### src/rtl/apb_pkg.sv
`default_nettype none
// ============================================================================
// Module   : apb_pkg
// Purpose  : Shared APB slave types: FSM encoding, response codes, clog2 helper.
// Revision : 1.0
// ============================================================================
package apb_pkg;

    typedef enum logic [0:0] {
        ST_IDLE   = 1'b0,
        ST_ACCESS = 1'b1
    } apb_state_t;

    localparam logic APB_RESP_OKAY = 1'b0;
    localparam logic APB_RESP_ERR  = 1'b1;

    function automatic int clog2(input int value);
        int result;
        result = 0;
        while ((1 << result) < value) begin
            result = result + 1;
        end
        return result;
    endfunction

endpackage
`default_nettype wire

### src/rtl/apb_wait_ctrl.sv
`default_nettype none
// ============================================================================
// Module   : apb_wait_ctrl
// Purpose  : Access-phase wait-state counter; PREADY decoded from registers only.
// Revision : 1.0
// ============================================================================
module apb_wait_ctrl #(
    parameter int WAIT_CYCLES = 3
) (
    input  logic i_clk,
    input  logic i_reset_n,
    input  logic i_start,
    input  logic i_in_access,
    output logic o_pready
);

    localparam logic [3:0] c_wait = WAIT_CYCLES[3:0];

    logic [3:0] r_cnt;

    // Counter saturates at WAIT_CYCLES, so != is equivalent to < here.
    always_ff @(posedge i_clk or negedge i_reset_n) begin
        if (!i_reset_n) begin
            r_cnt <= 4'd0;
        end else if (i_start) begin
            r_cnt <= 4'd0;
        end else if (i_in_access && (r_cnt != c_wait)) begin
            r_cnt <= r_cnt + 4'd1;
        end
    end

    assign o_pready = i_in_access && (r_cnt == c_wait);

endmodule
`default_nettype wire

### src/rtl/apb_regfile_slave.sv
`default_nettype none
// ============================================================================
// Module   : apb_regfile_slave
// Purpose  : Parametrised APB3 register file with wait states, strobes, RO regs.
// Revision : 1.0
// ============================================================================
module apb_regfile_slave
    import apb_pkg::*;
#(
    parameter int                   ADDR_WIDTH  = 32,
    parameter int                   DATA_WIDTH  = 32,
    parameter int                   NUM_REGS    = 12,
    parameter int                   WAIT_CYCLES = 3,
    parameter logic [NUM_REGS-1:0]  RO_MASK     = {NUM_REGS{1'b0}}
) (
    input  logic                           i_clk,
    input  logic                           i_reset_n,
    input  logic                           i_psel,
    input  logic                           i_penable,
    input  logic                           i_pwrite,
    input  logic [ADDR_WIDTH-1:0]          i_paddr,
    input  logic [DATA_WIDTH-1:0]          i_pwdata,
    input  logic [DATA_WIDTH/8-1:0]        i_pstrb,
    output logic                           o_pready,
    output logic [DATA_WIDTH-1:0]          o_prdata,
    output logic                           o_pslverr,
    input  logic [NUM_REGS*DATA_WIDTH-1:0] i_ro_data,
    output logic [NUM_REGS*DATA_WIDTH-1:0] o_regs,
    output logic [NUM_REGS-1:0]            o_reg_wr
);

    localparam int NUM_LANES = DATA_WIDTH / 8;
    localparam int LSB       = clog2(NUM_LANES);
    localparam int IDX_W     = (NUM_REGS > 1) ? clog2(NUM_REGS) : 1;
    localparam int RO_PAD_W  = 1 << IDX_W;
    localparam logic [RO_PAD_W-1:0] c_ro_pad = RO_PAD_W'(RO_MASK);

    apb_state_t r_state, w_state_next;

    logic [ADDR_WIDTH-1:0]  w_idx_full;
    logic [IDX_W-1:0]       w_idx;
    logic                   w_misalign, w_out_of_range, w_err;
    logic                   w_setup, w_done, w_capture, w_pready;
    logic [IDX_W-1:0]       r_idx;
    logic                   r_write, r_err;
    logic [DATA_WIDTH-1:0]  r_wdata;
    logic [NUM_LANES-1:0]   r_strb;
    logic [DATA_WIDTH-1:0]  r_regs   [NUM_REGS];
    logic [DATA_WIDTH-1:0]  w_rd_vals[NUM_REGS];
    logic [DATA_WIDTH-1:0]  w_rd_sel;
    logic [NUM_REGS-1:0]    r_reg_wr;
    logic                   w_unused_ro;

    assign w_idx_full     = i_paddr >> LSB;
    assign w_idx          = w_idx_full[IDX_W-1:0];
    assign w_out_of_range = (w_idx_full >= ADDR_WIDTH'(NUM_REGS));

    generate
        if (LSB == 0) begin : g_no_align
            assign w_misalign = 1'b0;
        end else begin : g_align
            assign w_misalign = |i_paddr[LSB-1:0];
        end
    endgenerate

    assign w_err   = w_out_of_range || w_misalign || (i_pwrite && c_ro_pad[w_idx]);
    assign w_setup = i_psel && !i_penable;
    assign w_done  = i_psel && i_penable && w_pready;

    // Completion always returns to IDLE; IDLE doubles as the setup phase, so a
    // back-to-back setup is accepted on the very next cycle without a gap.
    always_comb begin
        w_state_next = r_state;
        w_capture    = 1'b0;
        case (r_state)
            ST_IDLE: begin
                if (w_setup) begin
                    w_state_next = ST_ACCESS;
                    w_capture    = 1'b1;
                end
            end
            ST_ACCESS: begin
                if (!i_psel || w_done) begin
                    w_state_next = ST_IDLE;
                end
            end
            default: w_state_next = ST_IDLE;
        endcase
    end

    always_ff @(posedge i_clk or negedge i_reset_n) begin
        if (!i_reset_n) begin
            r_state <= ST_IDLE;
        end else begin
            r_state <= w_state_next;
        end
    end

    always_ff @(posedge i_clk or negedge i_reset_n) begin
        if (!i_reset_n) begin
            r_idx   <= '0;
            r_write <= 1'b0;
            r_wdata <= '0;
            r_strb  <= '0;
            r_err   <= APB_RESP_OKAY;
        end else if (w_capture) begin
            r_idx   <= w_idx;
            r_write <= i_pwrite;
            r_wdata <= i_pwdata;
            r_strb  <= i_pstrb;
            r_err   <= w_err ? APB_RESP_ERR : APB_RESP_OKAY;
        end
    end

    apb_wait_ctrl #(
        .WAIT_CYCLES (WAIT_CYCLES)
    ) u_wait_ctrl (
        .i_clk       (i_clk),
        .i_reset_n   (i_reset_n),
        .i_start     (w_capture),
        .i_in_access (r_state == ST_ACCESS),
        .o_pready    (w_pready)
    );

    always_ff @(posedge i_clk or negedge i_reset_n) begin
        if (!i_reset_n) begin
            for (int n = 0; n < NUM_REGS; n++) begin
                r_regs[n] <= '0;
            end
            r_reg_wr <= '0;
        end else begin
            r_reg_wr <= '0;
            if (w_done && r_write && (r_err == APB_RESP_OKAY)) begin
                for (int n = 0; n < NUM_REGS; n++) begin
                    if (r_idx == IDX_W'(n)) begin
                        r_reg_wr[n] <= 1'b1;
                        for (int b = 0; b < NUM_LANES; b++) begin
                            if (r_strb[b]) begin
                                r_regs[n][b*8 +: 8] <= r_wdata[b*8 +: 8];
                            end
                        end
                    end
                end
            end
        end
    end

    generate
        for (genvar n = 0; n < NUM_REGS; n++) begin : g_regs
            if (RO_MASK[n]) begin : g_ro
                assign w_rd_vals[n] = i_ro_data[n*DATA_WIDTH +: DATA_WIDTH];
            end else begin : g_rw
                assign w_rd_vals[n] = r_regs[n];
            end
            assign o_regs[n*DATA_WIDTH +: DATA_WIDTH] = w_rd_vals[n];
        end
    endgenerate

    // Slices of i_ro_data belonging to RW registers are intentionally ignored.
    assign w_unused_ro = ^i_ro_data;

    always_comb begin
        w_rd_sel = '0;
        for (int n = 0; n < NUM_REGS; n++) begin
            if (r_idx == IDX_W'(n)) begin
                w_rd_sel = w_rd_vals[n];
            end
        end
    end

    assign o_pready  = w_pready;
    assign o_pslverr = w_pready ? r_err : APB_RESP_OKAY;
    assign o_prdata  = (w_pready && !r_write && (r_err == APB_RESP_OKAY)) ? w_rd_sel : '0;
    assign o_reg_wr  = r_reg_wr;

endmodule
`default_nettype wire

### config.mk
export PLATFORM = sky130hd
export DESIGN_NAME = apb_regfile_slave
export DESIGN_NICKNAME = d
export VERILOG_FILES = /design/src/rtl/apb_pkg.sv /design/src/rtl/apb_wait_ctrl.sv /design/src/rtl/apb_regfile_slave.sv
export SDC_FILE = /design/constraint.sdc
export NUM_CORES = 1
export LEC_CHECK = 0
export BUFFER_PORTS_ARGS = -buffer_cell sky130_fd_sc_hd__buf_2
export CORE_AREA = 2 2 345 347
export DETAILED_ROUTE_END_ITERATION = 16
export DIE_AREA = 0 0 347 349
export GPL_TIMING_DRIVEN = 0
export PLACE_DENSITY = 0.46
export SETUP_SLACK_MARGIN = 0.05
export SYNTH_ARGS = -nofsm -noshare
export SYNTH_HDL_FRONTEND = slang
export SYNTH_SLANG_ARGS = --single-unit
export TNS_END_PERCENT = 20
### constraint.sdc
create_clock -name i_clk -period 2.9 [get_ports i_clk]
set_input_delay 0.29 -clock i_clk [delete_from_list [all_inputs] [get_ports i_clk]]
set_output_delay 0.29 -clock i_clk [all_outputs]
set_load 0.01 [all_outputs]
## Word-level counts from Yosys, hierarchy flattened

Memory sizes are Yosys's and may differ from the RTL's.
Index checks and enable logic that the tools add are counted.

| operators by class | value |
|---|---|
| mux-type cells | 35 |
| equal/unequal tests | 13 |
| reductions and logical operators | 67 |
| magnitude comparators | 2 |
| bitwise logic cells | 2 |
| add/sub/neg operators | 1 |

Operators with widths:

| kind | count |
|---|---|
| 2-to-1 mux 32 bit | 13 |
| AND reduction 3 bit | 48 |
| greater-or-equal comparator 30 x 4 -> 1 bit (second input constant) | 1 |
| 2-to-1 mux 1 bit | 18 |
| == test 4 x 3 -> 1 bit (second input constant) | 4 |
| == test 4 bit (second input constant) | 4 |
| == test 4 x 2 -> 1 bit (second input constant) | 3 |
| 2-to-1 mux 12 bit | 1 |
| logical AND 1 bit | 10 |
| 2-to-1 mux 4 bit | 2 |
| less-than comparator 4 x 5 -> 1 bit (second input constant) | 1 |
| adder 4 x 1 -> 4 bit (second input constant) | 1 |
| == test 4 x 1 -> 1 bit (second input constant) | 1 |
| logical NOT 4 bit | 1 |
| != test 4 x 2 -> 1 bit (second input constant) | 1 |
| logical NOT 1 bit | 3 |
| logical OR 1 bit | 3 |
| NOT 1 bit | 2 |
| one-hot mux 1 bit (2 select lines) | 1 |
| nonzero test 2 bit | 1 |
| OR reduction 2 bit | 1 |

| word-level totals | value |
|---|---|
| bits in registers | 443 |
| word-level logic and storage cells | 177 |
| output and inout bits | 430 |
| memory bits (read-only) | 16 |
| input port bits | 457 |
| memories | 1 |

Memory list:

| name | words | bits a word | read ports | clocked after Yosys merged registers in | write ports | line | text |
|---|---|---|---|---|---|---|---|
| (name not given) | 16 | 1 | 1 | 0 | 0 | apb_regfile_slave.sv:66 | `assign w_err = w_out_of_range \|\| w_misalign \|\| (i_pwrite && c_ro_pad[w_idx]);` |

## Longest topological paths before layout

Gate-level depths: netlist of the first run.

| depth | value |
|---|---|
| word-level depth | 14 |
| gate-level depth with buffers | 9 |
| depth with buffers taken out | 6 |

## Cells and area by module

Synthesis of the first run repeated with hierarchy kept, for this count alone.

| unflattened totals | value |
|---|---|
| cells, all modules | 1616 |
| area, all modules | 20474.6 µm² |

By module, submodules not included:

| module | seq. area each (µm²) | area each (µm²) | cells each | times used |
|---|---|---|---|---|
| apb_regfile_slave | 10985.5 | 20254.4 | 1595 | 1 |
| apb_wait_ctrl | 100.1 | 220.2 | 21 | 1 |

## Worst setup path before layout of the first run

OpenSTA, ideal clock, no wires.

| timing path | value |
|---|---|
| path type | register to output |
| start point | register r_idx[1] |
| end point | output o_prdata[22] |
| data arrival time | 1892 ps |
| cell stages (with the launch flop) | 10 |
| path buffers | 3 |
| path slack | 718 ps |
| required time | 2610 ps |
| cell sequence | dfrtp_1 buf_2 or2_2 clkbuf_1 nor2_1 buf_2 a21oi_1 o21ai_0 a21oi_1 a211oi_1 |

| between the ends | value |
|---|---|
| longest elaborated chain between the ends | 14 |
| elaborated cells on any way between the ends | 25 |
| those cells by class | eq/ne (11); mux (13); reduce/logical (1) |

Ends and longest elaborated chain:

| what | line | text |
|---|---|---|
| start, declared | apb_regfile_slave.sv:44 | `logic [IDX_W-1:0] r_idx;` |
| start signal, assigned | apb_regfile_slave.sv:107 | `r_idx <= w_idx;` |
| logical NOT 4 bit | apb_regfile_slave.sv:165 | `if (r_idx == IDX_W'(n)) begin` |
| 2-to-1 mux 32 bit (11 in series) | apb_regfile_slave.sv:165 |  |
| 2-to-1 mux 32 bit (*) | apb_regfile_slave.sv:165 |  |
| 2-to-1 mux 32 bit (*) | apb_regfile_slave.sv:173 | `assign o_prdata = (w_pready && !r_write && (r_err == APB_RESP_OKAY)) ? w_rd_sel : '0;` |
| end, declared | apb_regfile_slave.sv:25 | `output logic [DATA_WIDTH-1:0] o_prdata,` |

Every way passes the cells marked *; elsewhere a longest branch is shown, timed or not.

## Worst setup path in the final report of the first run

| timing path | value |
|---|---|
| start point | register r_idx[1] |
| end point | output o_prdata[26] |

The elaborated chain is that of the path after synthesis.

==> flow_summary.yaml, run 1 <==
status:
  status: "finished, violations left"
  failed_checks: "max-capacitance violations, max-slew violations, negative setup slack"
global_routing:
  grt_pass1_vias: 18100
  grt_pass1_wl_mm: 178
  track_usage_pct: 22.2
  grt_antenna_before_repair: 15
  gr-total-overflow: 0
  grt_max_degree: 106
synth:
  synth_cells: 1648
  syn-cell-area_um2: 20900
  synth_ff_type: "dfrtp_1"
  ys_warn_count: 0
  synth_area_leader_cell: "dfrtp_1"
  synth_top_cell_area_share_pct: 52.9
  synth_cell_types: 54
  ys_seq_elements: 443
  synth_edf_count: 0
  ys_seq_area_share_pct: 52.9
  synth.area.top_cells: "dfrtp_1, mux2_2, a21oi_1"
  avgSynthCellArea_um2: 12.7
  async_flop_share_pct: 100
  synth_nets: 2106
timing:
  worst_slew_pin_slew_ps: 1510
  maxSlewViolCount: 11
  relSlewSlack_pct: -0.486
  worst_clock_skew_ps: 49.9
  final.min_clock_period_ps: 3130
  fin_ws_ps: -227
  hold_viol_final: 0
  max_freq_mhz: 320
  rsz0062_at_grt: "true"
  tns_ps: -4000
  setup_violations: 40
  finalCritPeriodShare_pct: 108
critical_path:
  worstSetupPathType: "register to output pin"
  path_max_fanout: 10
  worstPathRequired_ps: 2610
  cp-end-kind: "output pin"
  startpoint_type: "register"
  worst_ep_arrival_time_ps: 2840
cells_and_area:
  drive_gt1_share_pct: 60.3
  layout_commonest_cell: "buf_2"
  layout_common_cells: "buf_2, dfrtp_1, mux2_2, a21oi_1, clkbuf_16"
  final_util_pct: 26.7
  syn_to_final_growth_pct: 49.5
  layout.nets: 2824
route:
  wl_per_cell_um: 35.1
  drc: 0
  dr.max_layer_used: "met4"
  dr.pass1.iters: 5
  num_vias: 18300
  wl_met1_mm: 65.4
  ant_nets: 0
  wl_mm: 139
  met3_length_mm: 11.2
  viasPerCell: 4.63
  wl_met2_mm: 57.2
  drtIter0Drc: 1527
placement:
  globalplace.congestion: 0.831
  port_buffers: 502
  hpwl_mm: 98.3
pwr:
  p_per_area_nw_per_um2: 621
  fin_total_pwr_w: 0.0194
  ir_drop_v: 0.000512
  power.leakage_nw: 15.2
  pwr-share-comb_pct: 28.5
  p_sw_share_pct: 35.0
  p_int_w: 0.0126
  power_frac_seq_pct: 33.3
  p_clk_share_pct: 38.3
  p_switching_w: 0.00680
die:
  fp.dieH_um: 349
  coreArea_um2: 117000
  rows: 126
  die-width_um: 347
  start_util_pct: 17.8
  die_area_um2: 121000
  io_pins: 887
run:
  maxCapViolations: 1
min_path:
  hold_path_class: "input port to register"
clock_network:
  numCtsBuffers: 55
  worst_skew_pair.late_latency_ps: 670
  root_buffer: "clkbuf_16"
  cts_buffer_depth: 3
  cts_tree: "built"
  path_clk_slew_ps: 60
  cts_max_level: 2
  cts_sinks: 443
[final cells by class]
class	instances	area, µm²
diodes	11	27.5
inverters	28	110
plain buffers	118	1530
well taps	1536	1920
flip-flops and latches	443	11100
clock buffers	75	1590
multi-input cells	1055	10200
clock inverters	25	335
fillers	12300	86100
repair buffers	665	4540
[final timing paths]
kind | cells after the start | end | slack, ps | start
setup / recovery | 11 | o_prdata[26] | -230 | r_idx[1]
hold / removal | 5 | r_err | 30 | i_paddr[15]
setup reg to reg | 7 | o_regs[280] | -40 | r_idx[0]
hold reg to reg | 1 | o_regs[53] | 530 | o_regs[53]
max in group asynchronous | 4 | o_regs[212] | 1160 | i_reset_n
min in group asynchronous | 2 | r_wdata[31] | 230 | i_reset_n
[registers in the layout, summed over array words and instances (netlist names)]
signal,cells
o_regs,384
r_strb,4
o_reg_wr,12
r_write,1
r_idx,4
u_wait_ctrl.r_cnt,4
r_err,1
r_wdata,32
r_state,1
[through the flow]
step | instances | hold WS [ps] | setup slack, ps | cell area, µm²
floorplan | 1648 | -5.59 | 718 | 20900
CTS | 3900 | 1.67 | -284 | 30200
global placement | 3686 | 502 | -8400 | 25400
detailed placement | 3695 | 374 | -1700 | 25600
global route | 3946 | 88.4 | -274 | 31300
finish | 3956 | 34.4 | -227 | 31300
[critical path, stage by stage (launching register included)]
cell and delay [ps]:
dfrtp_1 390, buf_12 150, or2_4 300, buf_4 160, nor2_4 220, buf_4 210
buf_4 150, a21oi_1 50, o21ai_1 80, o22ai_1 100, a21oi_1 180, buf_2 160
[power groups by stage]
stage | registers [W] | logic, W | clock network [W]
after floorplan | 0.00653 | 0.00148 | 0
after global placement | 0.00658 | 0.00369 | 0
after detailed placement | 0.00657 | 0.00378 | 0
after CTS | 0.00647 | 0.00491 | 0.00756
after global routing | 0.00648 | 0.00564 | 0.00780
final | 0.00647 | 0.00554 | 0.00744
[kinds of logic (layout without fill, tap and decap cells)]
kind of cell / Yosys count / in the layout / synth area share [%]
other: 0 / 11 / 0
AOI/OAI and AO/OA: 340 / 340 / 9.89
adders and majority gates: 1 / 1 / 0.0597
and+or+nand+nor: 193 / 193 / 5.78
buffers and inverters: 150 / 911 / 3.12
DFF: 443 / 443 / 52.9
muxes: 519 / 519 / 28.2
xor gates and xnor gates: 2 / 2 / 0.0836
[cells in the mapped netlist (8+ instances only)]
cell type,number
buf_1,9
o21ai_0,96
nand2b_1,13
o22ai_1,29
nand2_1,43
dfrtp_1,443
mux2_4,24
mux2i_1,47
inv_1,27
nand3_2,9
nor2_2,29
buf_2,28
clkbuf_1,80
o221ai_1,15
a211oi_1,26
mux2_2,445
a21oi_1,112
a22o_1,8
nand3_4,11
nor2_1,33
nor2b_1,13
a22oi_1,21
nand3_1,9
[metal layers]
| metal | global-route usage (%) | vias to the layer above |
|---|---|---|
| met5 | 0 | - |
| met4 | 8.31 | 0 |
| met3 | 5.66 | 178 |
| met2 | 31.6 | 970 |
| met1 | 31.9 | 9629 |
| li1 | - | 7543 |
[repair_timing]
| action | in CTS | in global routing |
|---|---|---|
| resized for setup | 374 | 159 |
| endpoints found under the setup margin | 364 | 143 |
| pin swaps | 66 | 62 |
| buffers inserted | 59 | 45 |
| hold buffers | 45 | 0 |
| hold endpoints to repair | 133 | 0 |
| gates cloned | 5 | 2 |
(Power assumes the default switching activity.)
==> inputs of run 2 (changes only) <==
==> constraint.sdc (replaced) <==
create_clock -name i_clk -period 2.9 [get_ports i_clk]
set_input_delay 0.87 -clock i_clk [delete_from_list [all_inputs] [get_ports i_clk]]
set_output_delay 0.87 -clock i_clk [all_outputs]
set_load 0.01 [all_outputs]
==> run 2 against run 1 <==
Net effect: global-route usage up 0.14 points; largest cell class unchanged; flip-flop and latch count unchanged; non-clock buffer count down 45; the run ends with negative setup slack left; total power down 0.40%.
==> flow_summary.yaml, run 2 (same netlist as run 1, synthesis figures left out) <==
status:
  status: "finished, violations left"
  failed_checks: "negative setup slack"
clock_network:
  root_buffer: "clkbuf_16"
  numCtsBuffers: 55
  cts_buffer_depth: 3
  cts_tree: "built"
  worst_skew_pair.late_latency_ps: 670
  cts_max_level: 2
  cts_sinks: 443
  path_clk_slew_ps: 60
timing:
  hold_viol_final: 0
  fin_ws_ps: -817
  worst_clock_skew_ps: 46.5
  tns_ps: -22670
  worst_slew_pin_slew_ps: 1420
  holdWs_ps: 217
  final.min_clock_period_ps: 3720
  finalCritPeriodShare_pct: 128
  relSlewSlack_pct: 5.50
  setup_violations: 32
  rsz0062_at_grt: "true"
  max_freq_mhz: 269
  maxSlewViolCount: 0
die:
  rows: 126
  io_pins: 887
  coreArea_um2: 117000
  die-width_um: 347
  fp.dieH_um: 349
  start_util_pct: 17.8
  die_area_um2: 121000
route:
  dr.pass1.iters: 5
  drtIter0Drc: 1391
  drc: 0
  num_vias: 18200
  wl_mm: 139
  wl_per_cell_um: 35.6
  ant_nets: 0
  viasPerCell: 4.67
min_path:
  hold_path_class: "input port to asynchronous set/reset pin"
cells_and_area:
  syn_to_final_growth_pct: 47.7
  layout_commonest_cell: "buf_2"
  drive_gt1_share_pct: 62.1
  layout_common_cells: "buf_2, dfrtp_1, mux2_2, clkbuf_16, a21oi_1"
  layout.nets: 2779
  largest_reg_flops: 384
  final_util_pct: 26.3
run:
  maxCapViolations: 0
global_routing:
  grt_antenna_before_repair: 18
  track_usage_pct: 22.3
  grt_max_degree: 106
  grt_pass1_vias: 18000
  gr-total-overflow: 0
  grt_pass1_wl_mm: 179
critical_path:
  cp-end-kind: "output pin"
  worst_ep_arrival_time_ps: 2850
  path_max_fanout: 6
  startpoint_type: "register"
  worstSetupPathType: "register to output pin"
  worstPathRequired_ps: 2030
pwr:
  p_per_area_nw_per_um2: 626
  fin_total_pwr_w: 0.0194
  ir_drop_v: 0.000511
  power.leakage_nw: 15.1
placement:
  pre_cts_slack_ps: -2280
  hpwl_mm: 98.3
  globalplace.congestion: 0.831
  port_buffers: 502
run 2: what timing repair did:
| action | CTS | global route |
|---|---|---|
| hold buffers | 0 | 0 |
| endpoints found under the setup margin | 365 | 163 |
| gates cloned | 7 | 3 |
| pin swaps | 66 | 80 |
| buffers inserted | 70 | 31 |
| gates resized for setup | 390 | 149 |
run 2: critical path, stage by stage (launching register included):
cell	delay, ps
dfrtp_2	510
buf_12	200
buf_16	210
mux2i_1	230
o21ai_1	100
a221oi_2	360
o221ai_2	210
o211a_1	180
buf_2	150
run 2: final cells by class:
cell class	instances	area, µm²
Timing Repair Buffer	620	4120
Buffer	118	1490
Antenna cell	9	22.5
Sequential cell	443	11100
Clock buffer	75	1590
Multi-Input combinational cell	1055	10300
Tap cell	1536	1920
Clock inverter	25	335
Fill cell	12400	86500
Inverter	28	110
run 2: through the flow:
stage / instance area, µm² / instances
5_1_grt: 30900 / 3900
4_1_cts: 30000 / 3868
3_5_place_dp: 25600 / 3695
6_report: 30900 / 3909
2_1_floorplan: 20900 / 1648
3_3_place_gp: 25400 / 3686
run 2: path summary, 6_finish.rpt:
kind | start | endpoint | slack [ps] | cells past startpoint
min in group i_clk | i_penable | r_state | 420 | 2
worst min-delay path | i_reset_n | r_wdata[31] | 220 | 1
worst max register to register | u_wait_ctrl.r_cnt[1] | o_regs[313] | 60 | 8
worst min register to register | o_regs[43] | o_regs[43] | 530 | 1
worst max-delay path | r_idx[0] | o_prdata[21] | -820 | 8
max in group asynchronous | i_reset_n | o_regs[244] | 1200 | 3
run 2: metal layers:
| layer | global-route usage [%] | routed length [µm] | up-vias |
|---|---|---|---|
| li1 | - | - | 7451 |
| met1 | 32.2 | 64200 | 9644 |
| met2 | 31.8 | 57800 | 963 |
| met3 | 5.65 | 12200 | 183 |
| met4 | 8.20 | 5080 | 4 |
| met5 | 0 | 28 | - |
run 2: power breakdown:
group          internal (W)  switching (W)
clock               0.00439        0.00304
combinational       0.00187        0.00359
sequential          0.00633       0.000147
total                0.0126        0.00678
==> inputs of run 3 (changes only) <==
- RECOVER_POWER: default -> 25
==> run 3 against run 2 <==
Net effect: the run ends with max-capacitance violations, max-slew violations, negative setup slack left; die area stayed put; largest power group unchanged; worst setup slack worse by 56 ps; sequential share of layout area hardly changed; sequential power hardly changed; register-to-register slack hardly changed; hold slack better by 200 ps; critical endpoint is now o_prdata[24]; wire length hardly changed; count of clock-buffer cells in the layout stayed put; utilization hardly changed; global-route usage stayed put; flip-flop and latch count stayed put.
==> flow_summary.yaml, run 3 (same netlist as run 1, synthesis figures left out) <==
status:
  status: "finished, violations left"
  failed_checks: "max-capacitance violations, max-slew violations, negative setup slack"
clock_network:
  cts_max_level: 2
  root_buffer: "clkbuf_16"
  cts_sinks: 443
  numCtsBuffers: 55
  worst_skew_pair.late_latency_ps: 670
  cts_tree: "built"
  cts.hold.buffers_added: 0
  cts_buffer_depth: 3
  path_clk_slew_ps: 60
cells_and_area:
  layout.nets: 2779
  instances_no_fill: 3907
  largest_reg_flops: 384
  multi_input_area_um2: 10200
  layout_commonest_cell: "buf_2"
  layout_common_cells: "buf_2, dfrtp_1, mux2_2, clkbuf_16, a21oi_1"
  final_util_pct: 26.3
  seq_area_um2: 11100
  nFillCells: 12400
  syn_to_final_growth_pct: 47.5
  drive_gt1_share_pct: 62.0
critical_path:
  cp_slowest_cell: "dfrtp_2"
  worstPathRequired_ps: 2030
  r2r-start: "u_wait_ctrl.r_cnt[1]"
  cp_top_family: "compound AO/OA/AOI/OAI gates"
  rr_worst_depth: 8
  crit_chain: "buf_12, buf_16, mux2i_4, o21ai_2, a221oi_2, o221ai_1, o211a_1, buf_6"
  cp.depth: 8
  cp-end-kind: "output pin"
  r2r-end: "o_regs[313]"
  path_max_fanout: 6
  path_buf_inv: 3
  worst_ep_arrival_time_ps: 2900
  startpoint_type: "register"
  slowest_delay_ps: 500
  regToRegSetupSlack_ps: 50
  worstSetupPathType: "register to output pin"
pwr:
  ir_drop_v: 0.000510
  p_per_area_nw_per_um2: 627
  power.leakage_nw: 15.1
  fin_total_pwr_w: 0.0194
timing:
  finalCritPeriodShare_pct: 130
  tns_ps: -40180
  rsz0062_at_grt: "true"
  worst_clock_skew_ps: 44.4
  holdWs_ps: 416
  final.min_clock_period_ps: 3770
  max_freq_mhz: 265
  relSlewSlack_pct: -65.2
  hold_viol_final: 0
  maxSlewViolCount: 91
  setup_violations: 183
  worst_slew_pin_slew_ps: 2480
  fin_ws_ps: -873
die:
  coreArea_um2: 117000
  die-width_um: 347
  start_util_pct: 17.8
  rows: 126
  fp.dieH_um: 349
  die_area_um2: 121000
  io_pins: 887
global_routing:
  grt_pass1_vias: 18000
  grt_antenna_before_repair: 18
  grt_max_degree: 106
  track_usage_pct: 22.3
  gr-total-overflow: 0
  grt_pass1_wl_mm: 179
route:
  drtIter0Drc: 1420
  viasPerCell: 4.65
  ant_nets: 0
  wl_per_cell_um: 35.6
  wl_mm: 139
  drc: 0
  num_vias: 18200
  dr.pass1.iters: 5
placement:
  hpwl_mm: 98.3
  dpl.cell_count: 3695
  globalplace.congestion: 0.831
  port_buffers: 502
min_path:
  min_path_cells: 2
  hold_path_class: "input port to register"
  hold_start: "i_penable"
  hold_end: "r_state"
run:
  maxCapViolations: 1
==> run 3: final cells by class <==
class / instances / area share, %
tap: 1536 / 6.22
multi-input combinational: 1055 / 33.2
antenna: 7 / 0.0567
timing repair buffer: 620 / 13.2
buffer: 118 / 4.83
sequential: 443 / 35.9
clock buffer: 75 / 5.15
clock inverter: 25 / 1.09
inverter: 28 / 0.356
==> run 3: worst max-delay path by stage <==
stage	startpoint	end	slack (ps)
floorplan	r_idx[1]	o_prdata[22]	140
global placement	i_reset_n	o_regs[228]	-8980
detailed placement	r_idx[0]	o_prdata[18]	-2280
CTS	r_idx[0]	o_prdata[24]	-860
global route	r_idx[0]	o_prdata[24]	-870
finish	r_idx[0]	o_prdata[24]	-870
==> run 3: through the flow <==
stage	area, µm²	setup WS [ps]
floorplan	20900	138
global placement	25400	-8980
detailed placement	25600	-2280
CTS	30000	-864
global route	30900	-866
finish	30900	-873
==> run 3: repair_timing <==
| item | in CTS | in global routing |
|---|---|---|
| endpoints found under the setup margin | 365 | 163 |
| cloned | 7 | 3 |
| pin swaps | 66 | 80 |
| gates resized for setup | 390 | 149 |
| buffers inserted | 70 | 31 |
==> run 3: where the power goes <==
group / leakage (nW) / internal, W / switching, W / total, W
clock network: 0.951 / 0.00439 / 0.00303 / 0.00742
registers: 6.09 / 0.00633 / 0.000145 / 0.00647
logic: 8.03 / 0.00187 / 0.00360 / 0.00546
total: 15.1 / 0.0126 / 0.00677 / 0.0194
==> run 3: layer usage <==
metal / wire length, µm / vias to the layer above / GRT usage [%] / share of wire [%]
met3: 12400 / 188 / 5.65 / 8.9
met2: 57700 / 915 / 31.8 / 41
li1: - / 7440 / - / -
met5: 28 / - / 0 / 0.020
met4: 5230 / 4 / 8.20 / 3.8
met1: 63900 / 9630 / 32.2 / 46
